--- src/rtl/aes50_io_reset_seq_if.sv ---
// Handshake bundle between the AES50 IO reset sequencer and its environment.
// The sequencer is the slave: it takes restart/pll_lock and drives the resets and status.
interface aes50_io_reset_seq_if;
    logic       restart;
    logic       pll_lock;
    logic       pll_rst;
    logic       clk_ddr_reset;
    logic       txd_reset;
    logic       rxd_reset;
    logic       ready;
    logic [2:0] state;
    logic       lock_err;

    modport master (
        output restart,
        output pll_lock,
        input  pll_rst,
        input  clk_ddr_reset,
        input  txd_reset,
        input  rxd_reset,
        input  ready,
        input  state,
        input  lock_err
    );

    modport slave (
        input  restart,
        input  pll_lock,
        output pll_rst,
        output clk_ddr_reset,
        output txd_reset,
        output rxd_reset,
        output ready,
        output state,
        output lock_err
    );
endinterface

--- src/rtl/aes50_io_reset_seq.sv ---
// AES50 IO reset sequencer: PLL reset, settle/lock wait, then ordered release of the DDR
// clock-out, RMII TX and RMII RX gearbox resets. AES50_SEQ_LOCK_EN adds PLL lock monitoring.
module aes50_io_reset_seq #(
    parameter int unsigned PLL_RST_CYCLES     = 16,
    parameter int unsigned LOCK_WAIT_CYCLES   = 1024,
    parameter int unsigned LOCK_STABLE_CYCLES = 64,
    parameter int unsigned GAP_CYCLES         = 4
) (
    input logic                 clk,
    input logic                 reset_n,
    aes50_io_reset_seq_if.slave io
);

    typedef enum logic [2:0] {
        StPllRst  = 3'd0,
        StPllWait = 3'd1,
        StTxRel   = 3'd2,
        StRxRel   = 3'd3,
        StRun     = 3'd4,
        StFault   = 3'd5
    } state_e;

    function automatic int unsigned max2(input int unsigned a, input int unsigned b);
        return (a > b) ? a : b;
    endfunction

    localparam int unsigned MaxCycles = max2(max2(PLL_RST_CYCLES, LOCK_WAIT_CYCLES),
                                             max2(LOCK_STABLE_CYCLES, GAP_CYCLES));
    localparam int unsigned CntW = $clog2(MaxCycles) + 1;

    localparam logic [CntW-1:0] PllRstLast   = CntW'(PLL_RST_CYCLES - 1);
    localparam logic [CntW-1:0] LockWaitLast = CntW'(LOCK_WAIT_CYCLES - 1);
    localparam logic [CntW-1:0] GapLast      = CntW'(GAP_CYCLES - 1);

    state_e          state_q, state_d;
    logic [CntW-1:0] cnt_q, cnt_d;
    logic            entry;
    logic            counting;

    logic pll_rst_q, pll_rst_d;
    logic clk_ddr_reset_q, clk_ddr_reset_d;
    logic txd_reset_q, txd_reset_d;
    logic rxd_reset_q, rxd_reset_d;
    logic ready_q, ready_d;

    // Lock monitor: stability counter plus lock-loss detection while the IO path is live.
`ifdef AES50_SEQ_LOCK_EN
    localparam int unsigned      StabW    = $clog2(LOCK_STABLE_CYCLES) + 1;
    localparam logic [StabW-1:0] StabLast = StabW'(LOCK_STABLE_CYCLES - 1);

    logic [StabW-1:0] stab_q, stab_d;
    logic             stab_done;
    logic             lock_lost;
    logic             lock_err_q, lock_err_d;

    assign stab_done = io.pll_lock && (stab_q == StabLast);
    assign lock_lost = !io.pll_lock && (state_q inside {StTxRel, StRxRel, StRun});

    always_comb begin
        stab_d = stab_q;
        if (entry || !io.pll_lock) begin
            stab_d = '0;
        end else if ((state_q == StPllWait) && !stab_done) begin
            stab_d = stab_q + StabW'(1);
        end
    end

    always_ff @(posedge clk or negedge reset_n) begin
        if (!reset_n) begin
            stab_q     <= '0;
            lock_err_q <= 1'b0;
        end else begin
            stab_q     <= stab_d;
            lock_err_q <= lock_err_d;
        end
    end

    assign io.lock_err = lock_err_q;
`else
    logic unused_pll_lock;
    assign unused_pll_lock = io.pll_lock;
    assign io.lock_err     = 1'b0;
`endif

    always_comb begin
        state_d = state_q;
        case (state_q)
            StPllRst: begin
                if (cnt_q == PllRstLast) state_d = StPllWait;
            end
            StPllWait: begin
`ifdef AES50_SEQ_LOCK_EN
                if (stab_done) begin
                    state_d = StTxRel;
                end else if (cnt_q == LockWaitLast) begin
                    state_d = StFault;
                end
`else
                if (cnt_q == LockWaitLast) state_d = StTxRel;
`endif
            end
            StTxRel: begin
                if (cnt_q == GapLast) state_d = StRxRel;
            end
            StRxRel: begin
                if (cnt_q == GapLast) state_d = StRun;
            end
            StRun: begin
                state_d = StRun;
            end
`ifdef AES50_SEQ_LOCK_EN
            StFault: begin
                state_d = StFault;
            end
`endif
            default: begin
                state_d = StPllRst;
            end
        endcase

`ifdef AES50_SEQ_LOCK_EN
        if (lock_lost) state_d = StPllRst;
`endif
        if (io.restart) state_d = StPllRst;
    end

    // A restart while already in PLL_RST must still restart the hold time.
    assign entry    = io.restart || (state_d != state_q);
    assign counting = state_q inside {StPllRst, StPllWait, StTxRel, StRxRel};

    always_comb begin
        cnt_d = cnt_q;
        if (entry) begin
            cnt_d = '0;
        end else if (counting) begin
            cnt_d = cnt_q + CntW'(1);
        end
    end

    // Outputs are decoded from the next state so they change on the entering edge.
    always_comb begin
        pll_rst_d       = 1'b1;
        clk_ddr_reset_d = 1'b1;
        txd_reset_d     = 1'b1;
        rxd_reset_d     = 1'b1;
        ready_d         = 1'b0;
`ifdef AES50_SEQ_LOCK_EN
        lock_err_d      = 1'b0;
`endif
        case (state_d)
            StPllWait: begin
                pll_rst_d = 1'b0;
            end
            StTxRel: begin
                pll_rst_d       = 1'b0;
                clk_ddr_reset_d = 1'b0;
                txd_reset_d     = 1'b0;
            end
            StRxRel: begin
                pll_rst_d       = 1'b0;
                clk_ddr_reset_d = 1'b0;
                txd_reset_d     = 1'b0;
                rxd_reset_d     = 1'b0;
            end
            StRun: begin
                pll_rst_d       = 1'b0;
                clk_ddr_reset_d = 1'b0;
                txd_reset_d     = 1'b0;
                rxd_reset_d     = 1'b0;
                ready_d         = 1'b1;
            end
`ifdef AES50_SEQ_LOCK_EN
            StFault: begin
                pll_rst_d  = 1'b0;
                lock_err_d = 1'b1;
            end
`endif
            default: begin
                pll_rst_d = 1'b1;
            end
        endcase
    end

    always_ff @(posedge clk or negedge reset_n) begin
        if (!reset_n) begin
            state_q         <= StPllRst;
            cnt_q           <= '0;
            pll_rst_q       <= 1'b1;
            clk_ddr_reset_q <= 1'b1;
            txd_reset_q     <= 1'b1;
            rxd_reset_q     <= 1'b1;
            ready_q         <= 1'b0;
        end else begin
            state_q         <= state_d;
            cnt_q           <= cnt_d;
            pll_rst_q       <= pll_rst_d;
            clk_ddr_reset_q <= clk_ddr_reset_d;
            txd_reset_q     <= txd_reset_d;
            rxd_reset_q     <= rxd_reset_d;
            ready_q         <= ready_d;
        end
    end

    assign io.pll_rst       = pll_rst_q;
    assign io.clk_ddr_reset = clk_ddr_reset_q;
    assign io.txd_reset     = txd_reset_q;
    assign io.rxd_reset     = rxd_reset_q;
    assign io.ready         = ready_q;
    assign io.state         = state_q;

endmodule
--- src/flat_wrapper.sv ---
// flat-port wrapper written by rule: the top's interface ports become plain ports
module aes50_io_reset_seq_flat 
#(
    parameter int unsigned PLL_RST_CYCLES     = 16,
    parameter int unsigned LOCK_WAIT_CYCLES   = 1024,
    parameter int unsigned LOCK_STABLE_CYCLES = 64,
    parameter int unsigned GAP_CYCLES         = 4
)
  (clk, reset_n, io_restart, io_pll_lock, io_pll_rst, io_clk_ddr_reset, io_txd_reset, io_rxd_reset, io_ready, io_state, io_lock_err);
  aes50_io_reset_seq_if io_i ();
  input logic clk;
  input logic reset_n;
  input wire logic [$bits(io_i.restart)-1:0] io_restart;
  input wire logic [$bits(io_i.pll_lock)-1:0] io_pll_lock;
  output wire logic [$bits(io_i.pll_rst)-1:0] io_pll_rst;
  output wire logic [$bits(io_i.clk_ddr_reset)-1:0] io_clk_ddr_reset;
  output wire logic [$bits(io_i.txd_reset)-1:0] io_txd_reset;
  output wire logic [$bits(io_i.rxd_reset)-1:0] io_rxd_reset;
  output wire logic [$bits(io_i.ready)-1:0] io_ready;
  output wire logic [$bits(io_i.state)-1:0] io_state;
  output wire logic [$bits(io_i.lock_err)-1:0] io_lock_err;
  assign io_i.restart = io_restart;
  assign io_i.pll_lock = io_pll_lock;
  assign io_pll_rst = io_i.pll_rst;
  assign io_clk_ddr_reset = io_i.clk_ddr_reset;
  assign io_txd_reset = io_i.txd_reset;
  assign io_rxd_reset = io_i.rxd_reset;
  assign io_ready = io_i.ready;
  assign io_state = io_i.state;
  assign io_lock_err = io_i.lock_err;
  aes50_io_reset_seq #(.PLL_RST_CYCLES(PLL_RST_CYCLES), .LOCK_WAIT_CYCLES(LOCK_WAIT_CYCLES), .LOCK_STABLE_CYCLES(LOCK_STABLE_CYCLES), .GAP_CYCLES(GAP_CYCLES)) u_core (.clk(clk), .reset_n(reset_n), .io(io_i));
endmodule
--- config.mk ---
export PLATFORM = sky130hd
export DESIGN_NAME = aes50_io_reset_seq_flat
export DESIGN_NICKNAME = d
export VERILOG_FILES = /design/src/rtl/aes50_io_reset_seq_if.sv /design/src/rtl/aes50_io_reset_seq.sv /design/src/flat_wrapper.sv
export SDC_FILE = /design/constraint.sdc
export NUM_CORES = 1
export LEC_CHECK = 0
export CAP_MARGIN = 20
export CORE_ASPECT_RATIO = 1.2
export CORE_UTILIZATION = 29
export DETAILED_ROUTE_END_ITERATION = 10
export SETUP_SLACK_MARGIN = 0.15
export SLEW_MARGIN = 0
export SYNTH_ARGS = -nofsm -noshare
export SYNTH_HDL_FRONTEND = slang
export SYNTH_SLANG_ARGS = --single-unit
--- constraint.sdc ---
create_clock -name clk -period 4.1 [get_ports clk]
set_input_delay 0.82 -clock clk [delete_from_list [all_inputs] [get_ports clk]]
set_output_delay 0.82 -clock clk [all_outputs]
set_load 0.005 [all_outputs]
; ---- Yosys cells after proc, flatten, opt, wreduce, memory -nomap -nowiden
; Cells that the tools add are included.
[word_totals]
register_bits = 18
output_inout_bits = 9
elab_cells = 38
[classes]
reduce_logical = 7
muxes = 12
add_sub_neg = 1
eq_ne = 12
[op_table]
columns = op, count
row1 = $mux 11, 2
row2 = $mux 3, 5
row3 = $pmux 3 s5, 1
row4 = $eq 3x2->1 const B, 4
row5 = $add 11x1->11 const B, 1
row6 = $eq 11x10->1 const B, 1
row7 = $eq 11x2->1 const B, 1
row8 = $eq 11x4->1 const B, 1
row9 = $eq 3x1->1 const B, 2
row10 = $eq 3x3->1 const B, 2
row11 = $mux 1, 4
row12 = $reduce_bool 4->1, 1
row13 = $reduce_or 4->1, 1
row14 = $logic_not 3->1, 1
row15 = $ne 3x3->1, 1
row16 = $reduce_or 3->1, 1
row17 = $reduce_bool 2->1, 1
row18 = $reduce_or 2->1, 1
row19 = $logic_or 1x1->1, 1

; ---- Depth between registers and ports, before layout
[logic_depth]
word_depth = 7
depth_mapped = 6

; ---- Least setup slack after synthesis
; No wires, ideal clock.
[synth_timing]
kind = reg2reg
from = register u_core.cnt_q[0]
to = register u_core.state_q[0] (netlist: u_core.io.state[0])
setup_slack_ns = 2.540
synth_period_minus_slack_ns = 1.560
path_stages_with_launch = 6
t_arrival_ns = 1.441
path_buffers = 0
setup_time_ns = 0.119
cell_sequence = dfrtp_1 -> ha_1 -> nor3b_1 -> a31oi_1 -> a211o_1 -> and2_1
[synth_via]
elab_chain_cells = 4
word_cells_on_any_way = 9
[synth_lines]
columns = item, line
row1 = from (decl), aes50_io_reset_seq.sv:36  ; logic [CntW-1:0] cnt_q, cnt_d;
row2 = from (signal assigned), aes50_io_reset_seq.sv:195  ; cnt_q <= cnt_d;
row3 = "$eq 11x2->1, or another cell as far along", "aes50_io_reset_seq.sv:103, aes50_io_reset_seq.sv:106"
row4 = "$mux 3, on equally long branches", -
row5 = $pmux 3 s5 (*), aes50_io_reset_seq.sv:87  ; case (state_q)
row6 = $mux 3 (*), aes50_io_reset_seq.sv:124  ; if (io.restart) state_d = StPllRst;
row7 = via u_core.state_d[0], aes50_io_reset_seq.sv:35  ; state_e state_q, state_d;
row8 = to (signal assigned), aes50_io_reset_seq.sv:186  ; state_q <= StPllRst;
row9 = to (signal assigned), aes50_io_reset_seq.sv:194  ; state_q <= state_d;
row10 = to (decl), aes50_io_reset_seq.sv:35
; The timed path passes the listed nets; every way through them passes the cells marked *.
; A chain may end at the register's enable or synchronous reset.

; ---- Worst setup path after layout
[layout_timing]
from = register u_core.state_q[2] (netlist: u_core.io.state[2])
to = output port io_state[2]
[layout_rtl]
columns = item, line
row1 = to (decl), flat_wrapper.sv:20  ; output wire logic [$bits(io_i.state)-1:0] io_state;
; No word-level cell between the ends.

==> run summary <==
Worst setup path
* 640 ps — Slowest Stage Delay on Critical Path
* 1490 ps — arrival time worst endpoint
* sky130_fd_sc_hd__dfrtp_1 — standard cell with the maximum stage delay on the critical path
* 1900 ps — register-to-register setup slack
* 1 — worst path bufs/invs
* primary output — type of destination of the critical path
* 3280 ps — Required @ worst endpoint
* flip-flop — kind of start point of the critical path
* 14 — crit-path max FO
* flip-flops — crit-path leading delay family
* flip-flop to primary output — category of the critical setup timing path
* clkdlybuf4s50_1 — cells along the critical path

Floorplan
* 56.8 um — Horiz. Die Dim
* 3400 sq um — standard cell core area
* 13 — number of primary I/O pins
* 23 — number of standard-cell rows in the floorplan
* 67.7 um — floorplan die height
* 3840 sq um — floorplan die area
* 30.7% — Initial Utilization

Synth
* 108 — Syn Nets
* 0 — Post-synth EDFFs
* sky130_fd_sc_hd__dfrtp_1 — commonest register cell after synthesis
* 100% — FFs w/ async S/R, synth
* 10.1 sq um — Mapped Avg Cell Area
* 36 — count of unique library cells instantiated by Yosys
* 1040 sq um — total standard cell area after synthesis
* 43.5% — share of the yosys chip area belonging to registers
* 18 — number of synthesized register bits
* 0 — count of warnings emitted by yosys
* 103 — gate count after technology mapping

Run status
* finished with violations — outcome
* DRC — violations in the final reports

Clock network
* 260 ps — source-to-sink clock delay at the later pin of the worst-skew pair
* 70 ps — CTS clk-pin slew, worst paths
* built — clock tree from TritonCTS
* 3 — number of buffers added by the clock tree synthesis step
* 0 — Gates resized, CTS repair
* 0 — hold buffer count at CTS
* 2 — maximum number of buffers from clock root to sink
* 0 — Setup Buffers After CTS
* 1 — CTS H-tree depth
* sky130_fd_sc_hd__clkbuf_8 — Root Driver
* 18 — clock sinks

Route
* 2.24 mm — aggregate routed wire length
* 0 — count of antenna-violating nets left after detailed routing
* 17 — violation count after the first detailed-route iteration
* 5 — number of DRC violations after detailed routing
* 823 — via count
* 5.68 — drt via density
* 7 — router iterations before antenna repair
* 15.5 um — Routed WL per cell

Global route
* 3.81 mm — global-route wire length before repair
* 13.3% — Total Routing Usage GR
* 0 — leftover overflow at the end of global routing
* 19 — pin count of the biggest net entering global routing
* 0 — antenna violations before repair
* 834 — vias in the first global route

Placed design
* 141 — number of placed instances, taps included
* 1.53 mm — placed wire-length estimate
* 0.775 — Final GP Congestion
* 10 — Port Buf Inserts

STA
* no — unrepaired setup endpoints after global routing
* 40.5% — remaining max-slew budget at the tightest pin
* 0 — Max Transition Viols Final
* 56.4% — Tcrit/Tclk final
* 892 ps — slew at the pin closest to its max-slew limit
* 0 — Final Setup Violations
* 2310 ps — post-layout min period
* 0.433 GHz — fmax
* 0 ps — final sum of negative setup slack
* 3.23 ps — Worst Skew
* 0 — final hold violations

Cells and area
* 12.0% — fraction of final layout cells with drive strength greater than 1
* 0 — antenna diode count
* 114 — Total Nets Final
* 13.3% — Synth-to-Final Area Change
* sky130_fd_sc_hd__dfrtp_1 — most common cell after layout, fill and taps aside
* 145 — Non-Filler Instances
* 15 x sky130_fd_sc_hd__dfrtp_1, 10 x sky130_fd_sc_hd__nor3_1, 10 x sky130_fd_sc_hd__clkdlybuf4s50_1 — leading cell types in the layout, fill and taps excluded
* 348 — Filler cells

Power and ir drop
* 0.473 nW — total leakage power
* 0.0766 mV — maximum resistive drop on vdd
* 282 nW/um^2 — power per standard cell area

Run
* 0 — count of maximum capacitance violations

Hold path
* flip-flop to flip-flop — worst hold-check path type

flip-flops by register name, indices dropped and copies added, names as in the netlist:
signal               cells
u_core.io.txd_reset      1
u_core.io.state          3
u_core.cnt_q            11
u_core.io.rxd_reset      1
u_core.io.pll_rst        1
u_core.io.ready          1
final timing paths:
check / cells past startpoint / start / end
min in group asynchronous: 1 / reset_n / u_core.io.state[0]
worst min register to register: 2 / u_core.cnt_q[1] / u_core.cnt_q[1]
worst min-delay path: 2 / u_core.cnt_q[1] / u_core.cnt_q[1]
worst max register to register: 5 / u_core.cnt_q[0] / u_core.cnt_q[3]
max in group asynchronous: 1 / reset_n / u_core.cnt_q[5]
worst max-delay path: 1 / u_core.io.state[2] / io_state[2]
layer usage:
| metal | wire length (um) | vias to the layer above | global-route usage, % |
|---|---|---|---|
| li1 | - | 383 | - |
| met1 | 967 | 413 | 14.2 |
| met3 | 70 | 5 | 1.34 |
| met5 | 0 | - | 0 |
| met2 | 1140 | 22 | 24.7 |
| met4 | 68 | 0 | 9.76 |
Yosys cell counts, drive strengths merged (3+ instances only):
cell    n  area, sq um
nor3   10         50.1
nor4    6         67.6
dfstp   3         78.8
nor3b   4         30.0
and3b   3         26.3
buf     7         45.0
nand4   6         43.8
dfrtp  15          375
xnor2   4         35.0
nor2    4         15.0
nand2   5         18.8
xor2    6         52.6
a21oi   7         35.0
where the power goes:
part	switching [mW]	internal, mW
clock network	0.0616	0.0692
registers	0.00365	0.180
logic	0.0121	0.00658
tightest hold or removal path, stage by stage, from the launching register on:
cell,delay (ps)
sky130_fd_sc_hd__dfrtp_1,400
sky130_fd_sc_hd__mux2i_1,140
sky130_fd_sc_hd__nor4_1,60
logic make-up after synthesis:
family | after synthesis | share of synthesized area (%)
adder cells (fa/ha/maj) | 1 | 1.20
AO/OA/AOI/OAI | 13 | 8.75
AND/OR/NAND/NOR | 49 | 31.4
flip-flops | 18 | 43.5
XOR/XNOR | 10 | 8.39
other | 1 | 0.359
multiplexers | 1 | 0.959
buffers and inverters | 10 | 5.40
area by class of cell:
cell class | count | area, sq um | share of cell area (%)
clock buffer | 4 | 45.0 | 3.81
sequential | 18 | 454 | 38.4
inverter | 1 | 3.75 | 0.317
timing repair buffer | 10 | 100 | 8.47
multi-input combinational | 75 | 533 | 45.1
tap | 37 | 46.3 | 3.92
stage by stage:
| stage | worst slack [ps] | utilization, % | total power, mW | hold WS, ps | instance area, sq um |
|---|---|---|---|---|---|
| 2_1_floorplan | 2540 | - | 0.198 | 524 | 1040 |
| 3_3_place_gp | 1980 | 33.5 | 0.204 | 602 | 1140 |
| 3_5_place_dp | 1930 | 33.5 | 0.206 | 627 | 1140 |
| 4_1_cts | 1770 | 34.8 | 0.338 | 642 | 1180 |
| 5_1_grt | 1670 | 34.8 | 0.347 | 696 | 1180 |
| 6_report | 1790 | 34.8 | 0.333 | 636 | 1180 |
Note: power is estimated with default switching activity, not from simulation.
